`config.mk`:
```
export PLATFORM = sky130hd
export DESIGN_NAME = frame_draw_point_bridge
export DESIGN_NICKNAME = d
export VERILOG_FILES = /design/src/rtl/frame_bridge_pkg.sv /design/src/rtl/sync_fifo.sv /design/src/rtl/frame_draw_point_bridge.sv
export SDC_FILE = /design/constraint.sdc
export NUM_CORES = 1
export LEC_CHECK = 0
export BUFFER_PORTS_ARGS = -buffer_cell sky130_fd_sc_hd__buf_2
export CAP_MARGIN = 10
export CORE_MARGIN = 2
export CORE_UTILIZATION = 50
export CTS_CLUSTER_SIZE = 8
export DETAILED_ROUTE_END_ITERATION = 10
export PLACE_DENSITY = 0.71
export SLEW_MARGIN = 20
export SYNTH_ARGS = -nofsm -noshare
export SYNTH_HDL_FRONTEND = slang
export SYNTH_SLANG_ARGS = --single-unit
```
`constraint.sdc`:
```
create_clock -name piul1Clock -period 3.48 [get_ports piul1Clock]
set_input_delay 0.174 -clock piul1Clock [delete_from_list [all_inputs] [get_ports piul1Clock]]
set_output_delay 0.174 -clock piul1Clock [all_outputs]
set_load 0.005 [all_outputs]
```
`src/rtl/frame_bridge_pkg.sv`:
```
// frame_bridge_pkg: shared types and helpers for the sensor-to-draw-point bridge
package frame_bridge_pkg;
    localparam int PIX_W_DEF = 12;
    localparam int COL_W_DEF = 8;
    localparam int X_W_DEF = 10;
    localparam int Y_W_DEF = 9;
    typedef struct packed {
        logic [X_W_DEF-1:0] x;
        logic [Y_W_DEF-1:0] y;
        logic [COL_W_DEF-1:0] color;
    } point_t;
    typedef enum logic {IDLE, FRAME} state_t;
    function automatic int dec_shift(input int decim);
        return $clog2(decim);
    endfunction
endpackage

```
`src/rtl/sync_fifo.sv`:
```
// sync_fifo: single-clock show-ahead FIFO, full/empty from an extra pointer bit
module sync_fifo #(
    parameter int W = 8,
    parameter int DEPTH = 16
) (
    input  logic         clk,
    input  logic         rst_n,
    input  logic         wr_en,
    input  logic [W-1:0] wr_data,
    input  logic         rd_en,
    output logic [W-1:0] rd_data,
    output logic         full,
    output logic         empty
);
    localparam int AW = $clog2(DEPTH);
    logic [W-1:0] mem_q [DEPTH];
    logic [W-1:0] mem_d [DEPTH];
    logic [AW:0] wr_q, wr_d, rd_q, rd_d;
    logic push, pull;
    always_comb begin
        full = (wr_q[AW] != rd_q[AW]) && (wr_q[AW-1:0] == rd_q[AW-1:0]);
        empty = wr_q == rd_q;
        pull = rd_en & ~empty;
        // a pop frees the slot being written, so a full FIFO still accepts
        push = wr_en & (~full | pull);
        mem_d = mem_q;
        if (push) mem_d[wr_q[AW-1:0]] = wr_data;
        wr_d = wr_q + (AW+1)'(push);
        rd_d = rd_q + (AW+1)'(pull);
        rd_data = mem_q[rd_q[AW-1:0]];
    end
    always_ff @(posedge clk) begin
        if (!rst_n) begin
            wr_q <= '0;
            rd_q <= '0;
        end else begin
            wr_q <= wr_d;
            rd_q <= rd_d;
        end
        mem_q <= mem_d;
    end
endmodule

```
`src/rtl/frame_draw_point_bridge.sv`:
```
// frame_draw_point_bridge: decimates a sensor pixel stream into buffered draw-point commands
module frame_draw_point_bridge
    import frame_bridge_pkg::*;
#(
    parameter int PIX_W = PIX_W_DEF,
    parameter int COL_W = COL_W_DEF,
    parameter int X_W = X_W_DEF,
    parameter int Y_W = Y_W_DEF,
    parameter int DECIM_X = 2,
    parameter int DECIM_Y = 2,
    parameter int FIFO_DEPTH = 16,
    parameter int CNT_W = 16
) (
    input  logic             piul1Clock,
    input  logic             piul1Reset_n,
    input  logic             piul1FrameValid,
    input  logic             piul1LineValid,
    input  logic             piul1PixelValid,
    input  logic [PIX_W-1:0] piulPixelData,
    input  logic             piul1AvgMode,
    input  logic             piul1ClearStats,
    output logic             poul1PointValid,
    input  logic             piul1PointReady,
    output logic [X_W-1:0]   poulPointX,
    output logic [Y_W-1:0]   poulPointY,
    output logic [COL_W-1:0] poulPointColor,
    output logic             poul1FrameDone,
    output logic [CNT_W-1:0] poulFrameCount,
    output logic [CNT_W-1:0] poulDropCount,
    output logic             poul1Overflow
);
    localparam int SHX = dec_shift(DECIM_X);
    localparam int SHY = dec_shift(DECIM_Y);
    localparam int SX_W = X_W + SHX;
    localparam int SY_W = Y_W + SHY;
    localparam int ACC_W = PIX_W + SHX;
    localparam int PT_W = X_W + Y_W + COL_W;
    localparam logic [SX_W-1:0] X_MASK = SX_W'(DECIM_X - 1);
    localparam logic [SY_W-1:0] Y_MASK = SY_W'(DECIM_Y - 1);
    state_t state_q, state_d;
    logic fv_q, lv_q, avg_q, avg_d, emit_q, emit_d, done_q, done_d, ovf_q, ovf_d;
    logic [SX_W-1:0] src_x_q, src_x_d;
    logic [SY_W-1:0] src_y_q, src_y_d;
    logic [ACC_W-1:0] acc_q, acc_d, sum;
    logic [PT_W-1:0] pt_q, pt_d, head;
    logic [CNT_W-1:0] frames_q, frames_d, drops_q, drops_d;
    logic fv_rise, fv_fall, lv_fall, pix_ok, phase0, last, kept, full, empty, pop, drop;
    always_comb begin
        fv_rise = piul1FrameValid & ~fv_q;
        fv_fall = ~piul1FrameValid & fv_q;
        lv_fall = ~piul1LineValid & lv_q;
        pix_ok = (state_q == FRAME) & piul1FrameValid & piul1LineValid & piul1PixelValid;
        phase0 = (src_x_q & X_MASK) == '0;
        last = (src_x_q & X_MASK) == X_MASK;
        kept = (src_y_q & Y_MASK) == '0;
        // group sum restarts on the first pixel of each DECIM_X group
        sum = (phase0 ? '0 : acc_q) + ACC_W'(piulPixelData);
        state_d = state_q;
        avg_d = avg_q;
        src_x_d = src_x_q;
        src_y_d = src_y_q;
        acc_d = acc_q;
        done_d = 1'b0;
        frames_d = frames_q;
        emit_d = pix_ok & kept & (avg_q ? last : phase0);
        pt_d = {src_x_q[SX_W-1:SHX], src_y_q[SY_W-1:SHY],
                avg_q ? sum[ACC_W-1 -: COL_W] : piulPixelData[PIX_W-1 -: COL_W]};
        if (fv_rise) begin
            state_d = FRAME;
            avg_d = piul1AvgMode;
            src_x_d = '0;
            src_y_d = '0;
        end else if (state_q == FRAME) begin
            if (fv_fall) begin
                state_d = IDLE;
                done_d = 1'b1;
                frames_d = frames_q + 1'b1;
            end else if (lv_fall) begin
                src_x_d = '0;
                src_y_d = src_y_q + 1'b1;
            end else if (pix_ok) begin
                src_x_d = src_x_q + 1'b1;
                acc_d = sum;
            end
        end
        pop = ~empty & piul1PointReady;
        drop = emit_q & full & ~pop;
        drops_d = piul1ClearStats ? '0 : drops_q + CNT_W'(drop & ~&drops_q);
        ovf_d = ~piul1ClearStats & (ovf_q | drop);
    end
    always_ff @(posedge piul1Clock) begin
        if (!piul1Reset_n) begin
            state_q <= IDLE;
            fv_q <= 1'b0;
            lv_q <= 1'b0;
            avg_q <= 1'b0;
            src_x_q <= '0;
            src_y_q <= '0;
            acc_q <= '0;
            emit_q <= 1'b0;
            pt_q <= '0;
            done_q <= 1'b0;
            frames_q <= '0;
            drops_q <= '0;
            ovf_q <= 1'b0;
        end else begin
            state_q <= state_d;
            fv_q <= piul1FrameValid;
            lv_q <= piul1LineValid;
            avg_q <= avg_d;
            src_x_q <= src_x_d;
            src_y_q <= src_y_d;
            acc_q <= acc_d;
            emit_q <= emit_d;
            pt_q <= pt_d;
            done_q <= done_d;
            frames_q <= frames_d;
            drops_q <= drops_d;
            ovf_q <= ovf_d;
        end
    end
    sync_fifo #(.W(PT_W), .DEPTH(FIFO_DEPTH)) u_fifo (
        .clk    (piul1Clock),
        .rst_n  (piul1Reset_n),
        .wr_en  (emit_q),
        .wr_data(pt_q),
        .rd_en  (pop),
        .rd_data(head),
        .full   (full),
        .empty  (empty)
    );
    assign poul1PointValid = ~empty;
    assign {poulPointX, poulPointY, poulPointColor} = empty ? '0 : head;
    assign poul1FrameDone = done_q;
    assign poulFrameCount = frames_q;
    assign poulDropCount = drops_q;
    assign poul1Overflow = ovf_q;
endmodule

```
==> results of run 1 <==
-- report_power, final --
part           switching [W]  internal (W)
Clock                0.00259       0.00428
Sequential         0.0000353       0.00696
Combinational       0.000101     0.0000882
-- flip-flops by register name (all words and copies together), names as in the netlist --
signal          flops
src_x_q            11
avg_q               1
u_fifo.mem_q      432
lv_q                1
poul1Overflow       1
u_fifo.rd_q         5
state_q             1
acc_q              13
u_fifo.wr_q         5
emit_q              1
poulFrameCount     16
poulDropCount      16
poul1FrameDone      1
fv_q                1
pt_q               27
src_y_q            10
-- worst max path at each step --
stage / to / slack, ps / startpoint
2_1_floorplan: u_fifo.mem_q[324] / -30 / u_fifo.wr_q[3]
3_3_place_gp: poulDropCount[13] / 460 / u_fifo.wr_q[2]
3_5_place_dp: poulDropCount[13] / 430 / u_fifo.wr_q[2]
4_1_cts: poulPointX[3] / 100 / u_fifo.rd_q[0]
5_1_grt: poulPointX[3] / 60 / u_fifo.rd_q[0]
6_report: poulPointX[9] / 220 / u_fifo.rd_q[0]
-- layer usage --
layer	track usage, %	vias up
met1	28.7	5711
li1	-	4969
met5	0	-
met4	6.77	0
met3	3.69	65
met2	33.9	370
-- placed cells by master, fill, tap and decap left out, types with 32 or more instances in the layout --
cell type  instances
and2_1            41
buf_2             81
clkbuf_1          48
clkbuf_16         81
dfxtp_1          106
edfxtp_1         432
mux4_2           135
nand2_1           49
nor2_1            68
xor2_1            32
-- critical path, stage by stage, from the launching register on --
cell,delay [ps]
dfxtp_4,370
buf_16,610
mux4_2,640
mux4_2,500
nor2b_1,150
buf_2,140
-- timing repair --
item / in CTS / in global routing
hold endpoints to repair: 13 / 0
hold buffers: 14 / 0
resized for setup: 0 / 1
endpoints found under the setup margin: 0 / 1
-- stage by stage --
| step | area (um^2) | hold slack (ps) | setup TNS (ps) |
|---|---|---|---|
| 6_report | 25000 | 49.5 | 0 |
| 5_1_grt | 25000 | 78.0 | 0 |
| 4_1_cts | 24900 | 10.7 | 0 |
| 3_5_place_dp | 22500 | 417 | 0 |
| 3_3_place_gp | 22500 | 413 | 0 |
| 2_1_floorplan | 21300 | 296 | -2580 |
-- cell type report --
cell class / instances / area, um^2 / share of cell area [%]
Sequential cell: 542 / 15200 / 60.8
Multi-Input combinational cell: 584 / 5930 / 23.7
Clock buffer: 129 / 2210 / 8.83
Timing Repair Buffer: 123 / 898 / 3.60
Tap cell: 539 / 674 / 2.70
Inverter: 13 / 48.8 / 0.195
Clock inverter: 3 / 41.3 / 0.165
-- logic make-up (layout without fill, tap and decap cells) --
group / count (synthesis) / after routing / share of synthesized area, %
AO/OA/AOI/OAI: 69 / 69 / 1.93
adder cells (fa/ha/maj): 22 / 22 / 1.33
multiplexers: 144 / 144 / 14.7
flip-flops: 542 / 542 / 71.3
XOR/XNOR: 57 / 57 / 2.34
buffers and inverters: 69 / 268 / 1.45
AND/OR/NAND/NOR: 292 / 292 / 6.98
==> out/qor.yml, run 1 <==
worst_slew_pin_slew_ps: 1100
drt_iter0_drc: 1008
fmax_mhz: 307
synth_top_area_share_pct: 60.9
hold_viol: 0
fin_skew_ps: 20.3
synth.distinct_cells: 47
drive_gt1_share_pct: 25.0
dieWidth_um: 210
grt_overflow: 0
final_cells: 1933
setup_violations: 0
track_usage_pct: 20.8
met3RoutedLength_mm: 2.73
htreeDepth: 3
cp.required_ps: 3310
min_period_ps: 3260
rsz0062_at_grt: "no"
r2r-start: "u_fifo.wr_q[2]"
grt_pass1_wl_mm: 67.9
worstSetupEndpointType: "output pin"
drt-total-wl_mm: 44.7
setup_slack_ps: 220
crit_arrival_ps: 3090
reg2regPathDepth: 12
postSynthCellCount: 1195
synthArstFlopShare_pct: 0
ys_seq_area_share_pct: 71.3
cts_tree: "yes"
nFillCells: 2994
holdCritStartpoint: "piulPixelData[10]"
yosysWarnings: 0
synthesis.nets: 1237
synth_area_per_cell_um2: 17.8
synth_area_leaders: "edfxtp_1 61%, mux4_2 14%, dfxtp_1 10%"
synth_seq_cells: 542
gp_congestion: 0.810
core_um2: 41900
area_growth_pct: 17.4
insertion_delay_ps: 580
peakVddDrop_mv: 0.365
row_count: 75
final_antenna_net_count: 0
place_ws_ps: 426
highest_layer: "met4"
dr.pass1.iters: 5
num_vias: 11100
clock-sinks: 542
final-max-slew-violation-count: 0
min_to: "pt_q[6]"
start_kind: "flop"
antenna_found_initial: 0
status: "completed"
yosys.area.top_type: "edfxtp_1"
synth.most_common_cell: "edfxtp_1"
die-area_um2: 44200
start_util_pct: 50.8
cts_buffers: 77
grt_max_degree: 111
synth-edff-count: 432
power_w: 0.0140
hold_class: "in -> reg"
r2r_setup_slack_ps: 450
relSlewSlack_pct: 26.7
finalCritPeriodShare_pct: 93.7
vias_per_cell: 5.75
wl_per_cell_um: 23.1
cts_setup_buffers: 0
dp_cells: 1783
cap_violations: 0
syn_area_um2: 21300
io_pins: 82
portBuffers: 81
yosys_most_used_dff: "edfxtp_1"
cts_buffer_depth: 3
root_buffer: "clkbuf_16"
hold_depth: 3
wirelength_met1_mm: 18.6
first_global_vias: 11400
drc: 0
dp_hpwl_mm: 23.6
power_leakage_nw: 8.32
p_per_area_nw_per_um2: 562
die_y_um: 210
path_max_fanout: 109
diodes: 0
final_nets: 1383
dr_wl_met2_mm: 22.6
fin_util_pct: 59.6
synth_common_cells: "432 x edfxtp_1, 135 x mux4_2, 110 x dfxtp_1"
reg2reg_to: "poulDropCount[13]"
worstSetupPathType: "reg -> out"
clk_pin_slew_ps: 50
No activity file was read; power rests on OpenSTA's default activity.
==> run 2, diff against run 1 <==
--- a/config.mk
+++ b/config.mk
@@ -5,14 +5,15 @@
 export SDC_FILE = /design/constraint.sdc
 export NUM_CORES = 1
 export LEC_CHECK = 0
-export BUFFER_PORTS_ARGS = -buffer_cell sky130_fd_sc_hd__buf_2
 export CAP_MARGIN = 10
 export CORE_MARGIN = 2
-export CORE_UTILIZATION = 50
+export CORE_UTILIZATION = 57
 export CTS_CLUSTER_SIZE = 8
 export DETAILED_ROUTE_END_ITERATION = 10
-export PLACE_DENSITY = 0.71
+export DONT_BUFFER_PORTS = 1
+export PLACE_DENSITY = 0.77
 export SLEW_MARGIN = 20
 export SYNTH_ARGS = -nofsm -noshare
 export SYNTH_HDL_FRONTEND = slang
+export SYNTH_HIERARCHICAL = 1
 export SYNTH_SLANG_ARGS = --single-unit
==> run 2 against run 1 <==
Core utilization increased by 6.5 points; sequential power about the same; global-route usage increased by 3.8 points; fmax increased by 5.8%; critical endpoint is now poulPointColor[3]; largest power group unchanged.
==> out/qor.yml, run 2 <==
status: "completed"
synth.distinct_cells: 59  # +26%
dp_hpwl_mm: 25.3  # +7.0%
fmax_mhz: 324  # +5.8%
holdCritStartpoint: "piulPixelData[11]"
synthAdderAreaFrac_pct: 1.31  # -0.017 points
yosys.area_share.xor_xnor_pct: 2.44  # +0.092 points
grt_overflow: 0  # unchanged
final_common_cell: "edfxtp_1"
dp_cells: 1748  # -2.0%
tns_ps: 0  # unchanged
start_kind: "flop"
synth_top_area_share_pct: 60.2  # -0.77 points
path_max_fanout: 109  # unchanged
final_cell_mix: "432 x edfxtp_1, 108 x dfxtp_1, 108 x mux4_2"
cp.required_ps: 3310  # about the same
slowest_delay_ps: 650  # about the same
synthesis.nets: 1305  # +5.5%
post_cts_resized: 0  # unchanged
min_period_ps: 3080  # -178 ps
insertion_delay_ps: 590  # about the same
synth_top_family_by_area: "multiplexers"
die-area_um2: 39400  # -11%
synthArstFlopShare_pct: 0  # unchanged
cts_buffers: 77  # unchanged
synth_area_leaders: "edfxtp_1 60%, mux4_2 11%, dfxtp_1 10%"
p_per_area_nw_per_um2: 561  # -0.24%
path_cells: "buf_12 > mux4_2 > a22oi_1 > nand2_1 > nor2b_1"
root_buffer: "clkbuf_16"
synth_area_per_cell_um2: 17.1  # -4.2%
postSynthCellCount: 1263  # +5.7%
setup_slack_ps: 398  # +178 ps
dieWidth_um: 199  # -5.6%
start_util_pct: 57.5  # +6.8 points
fin_skew_ps: 20.2  # -0.161 ps
synth_simple_gate_area_share_pct: 7.73  # +0.75 points
drc: 0  # unchanged
worstSetupPathType: "reg -> out"
final_antenna_net_count: 0  # unchanged
cts_tree: "yes"
row_count: 71  # -5.3%
synth_seq_cells: 542  # unchanged
finalCritPeriodShare_pct: 88.6  # -5.1 points
drive_gt1_share_pct: 21.1  # -4.0 points
final_nets: 1377  # -0.43%
num_vias: 11500  # +3.7%
drt_iter0_drc: 989  # -1.9%
wl_per_cell_um: 24.7  # +6.8%
power_leakage_nw: 8.20  # -1.4%
ys_seq_area_share_pct: 70.4  # -0.91 points
htreeDepth: 3  # unchanged
final-max-slew-violation-count: 0  # unchanged
synth_compound_area_share_pct: 4.62  # +2.7 points
place_ws_ps: 507  # +81.8 ps
rsz0062_at_grt: "no"
vias_per_cell: 6.09  # +6.0%
reg2reg_to: "pt_q[6]"
diodes: 0  # unchanged
synthMuxAreaShare_pct: 11.7  # -3.0 points
antenna_found_initial: 1  # +1
grt_max_degree: 110  # -0.90%
largest-register: "u_fifo/mem_q"
yosys.area.top_type: "edfxtp_1"
yosysWarnings: 6  # +6
cts_setup_buffers: 0  # unchanged
syn_area_um2: 21600  # +1.3%
portBuffers: 0  # -100%
synth_common_cells: "432 x edfxtp_1, 110 x dfxtp_1, 108 x mux4_2"
clock-sinks: 542  # unchanged
cp_slowest_cell: "buf_12"
reg.largest.list: "u_fifo/mem_q: 432 flops, pt_q: 27 flops"
grt_pass1_wl_mm: 71.2  # +4.7%
gp_congestion: 0.793  # -2.0%
r2r_setup_slack_ps: 500  # +50 ps
cts_buffer_depth: 3  # unchanged
io_pins: 82  # unchanged
die_y_um: 199  # -5.6%
reg2regPathDepth: 9  # -3
r2r-start: "src_x_q[0]"
relSlewSlack_pct: 40.4  # +14 points
largest_reg_flops: 432  # unchanged
hold_depth: 3  # unchanged
hold_slack_ps: 28.3  # -21.2 ps
drt-total-wl_mm: 46.8  # +4.6%
track_usage_pct: 24.6  # +3.8 points
cap_violations: 0  # unchanged
core_um2: 37500  # -11%
crit_arrival_ps: 2910  # -180 ps
yosys_most_used_dff: "edfxtp_1"
synth-edff-count: 432  # unchanged
setup_violations: 0  # unchanged
final_cells: 1892  # -2.1%
worstSetupEndpointType: "output pin"
min_to: "acc_q[11]"
hold_viol: 0  # unchanged
worst_slew_pin_slew_ps: 894  # -202 ps
area_growth_pct: 14.8
synth.most_common_cell: "edfxtp_1"
clk_pin_slew_ps: 50  # about the same
peakVddDrop_mv: 0.345  # -5.5%
first_global_vias: 11900  # +4.6%
nFillCells: 2499  # -17%
hold_class: "in -> reg"
dr.pass1.iters: 5  # unchanged
-- run 2: cells by family after synthesis --
kind of cell             count (synthesis)
AO/OA/AOI/OAI                          122
XOR/XNOR                                60
adder cells (fa/ha/maj)                 22
buffers and inverters                   76
flip-flops                             542
multiplexers                           118
AND/OR/NAND/NOR                        323
-- run 2: per-stage QoR --
step                util (%)  total power (W)  area [um^2]
detailed placement      59.7          0.00720        22400
global route            66.1           0.0143        24800
finish                  66.1           0.0139        24800
floorplan                  -          0.00717        21600
CTS                     66.1           0.0140        24800
global placement        59.7          0.00719        22400
-- run 2: layout make-up --
cell class | count | area, um^2 | area share [%]
Inverter | 11 | 41.3 | 0.167
Clock inverter | 4 | 42.5 | 0.172
Tap cell | 511 | 639 | 2.58
Sequential cell | 542 | 15200 | 61.3
Clock buffer | 121 | 2160 | 8.71
Multi-Input combinational cell | 645 | 6170 | 24.9
Timing Repair Buffer | 58 | 531 | 2.14
-- run 2: what timing repair did --
action,CTS,global route
endpoints found under the hold margin,48,0
hold buffers,19,0
setup endpoints to repair,0,0
-- run 2: report_power, final --
part           internal [W]  switching (W)  leakage (nW)
clock network       0.00420        0.00259          1.05
logic             0.0000441      0.0000657          2.22
registers           0.00696      0.0000352          4.92
total                0.0112        0.00269          8.20
-- run 2: how the worst max path moves through the flow --
stage	start	endpoint
2_1_floorplan	u_fifo/rd_q[0]	u_fifo/mem_q[108]
3_3_place_gp	u_fifo/rd_q[3]	poulDropCount[12]
3_5_place_dp	u_fifo/rd_q[3]	poulDropCount[8]
4_1_cts	u_fifo/rd_q[0]	poulPointColor[3]
5_1_grt	u_fifo/rd_q[0]	poulPointColor[3]
6_report	u_fifo/rd_q[0]	poulPointColor[3]
-- run 2: critical path: cells and delay by family (launching register included) --
family                 cells  cell delay (ps)
buffers and inverters      1              650
multiplexers               1              610
flip-flops                 1              360
AND/OR/NAND/NOR            2              350
AO/OA/AOI/OAI              1              290
-- run 2: layer usage --
| metal | wire length (um) | GRT usage (%) | up-vias |
|---|---|---|---|
| li1 | - | - | 5060 |
| met1 | 18400 | 32.3 | 5887 |
| met2 | 23300 | 40.3 | 493 |
| met3 | 3880 | 5.61 | 89 |
| met4 | 1220 | 9.78 | 0 |
| met5 | 0 | 0 | - |
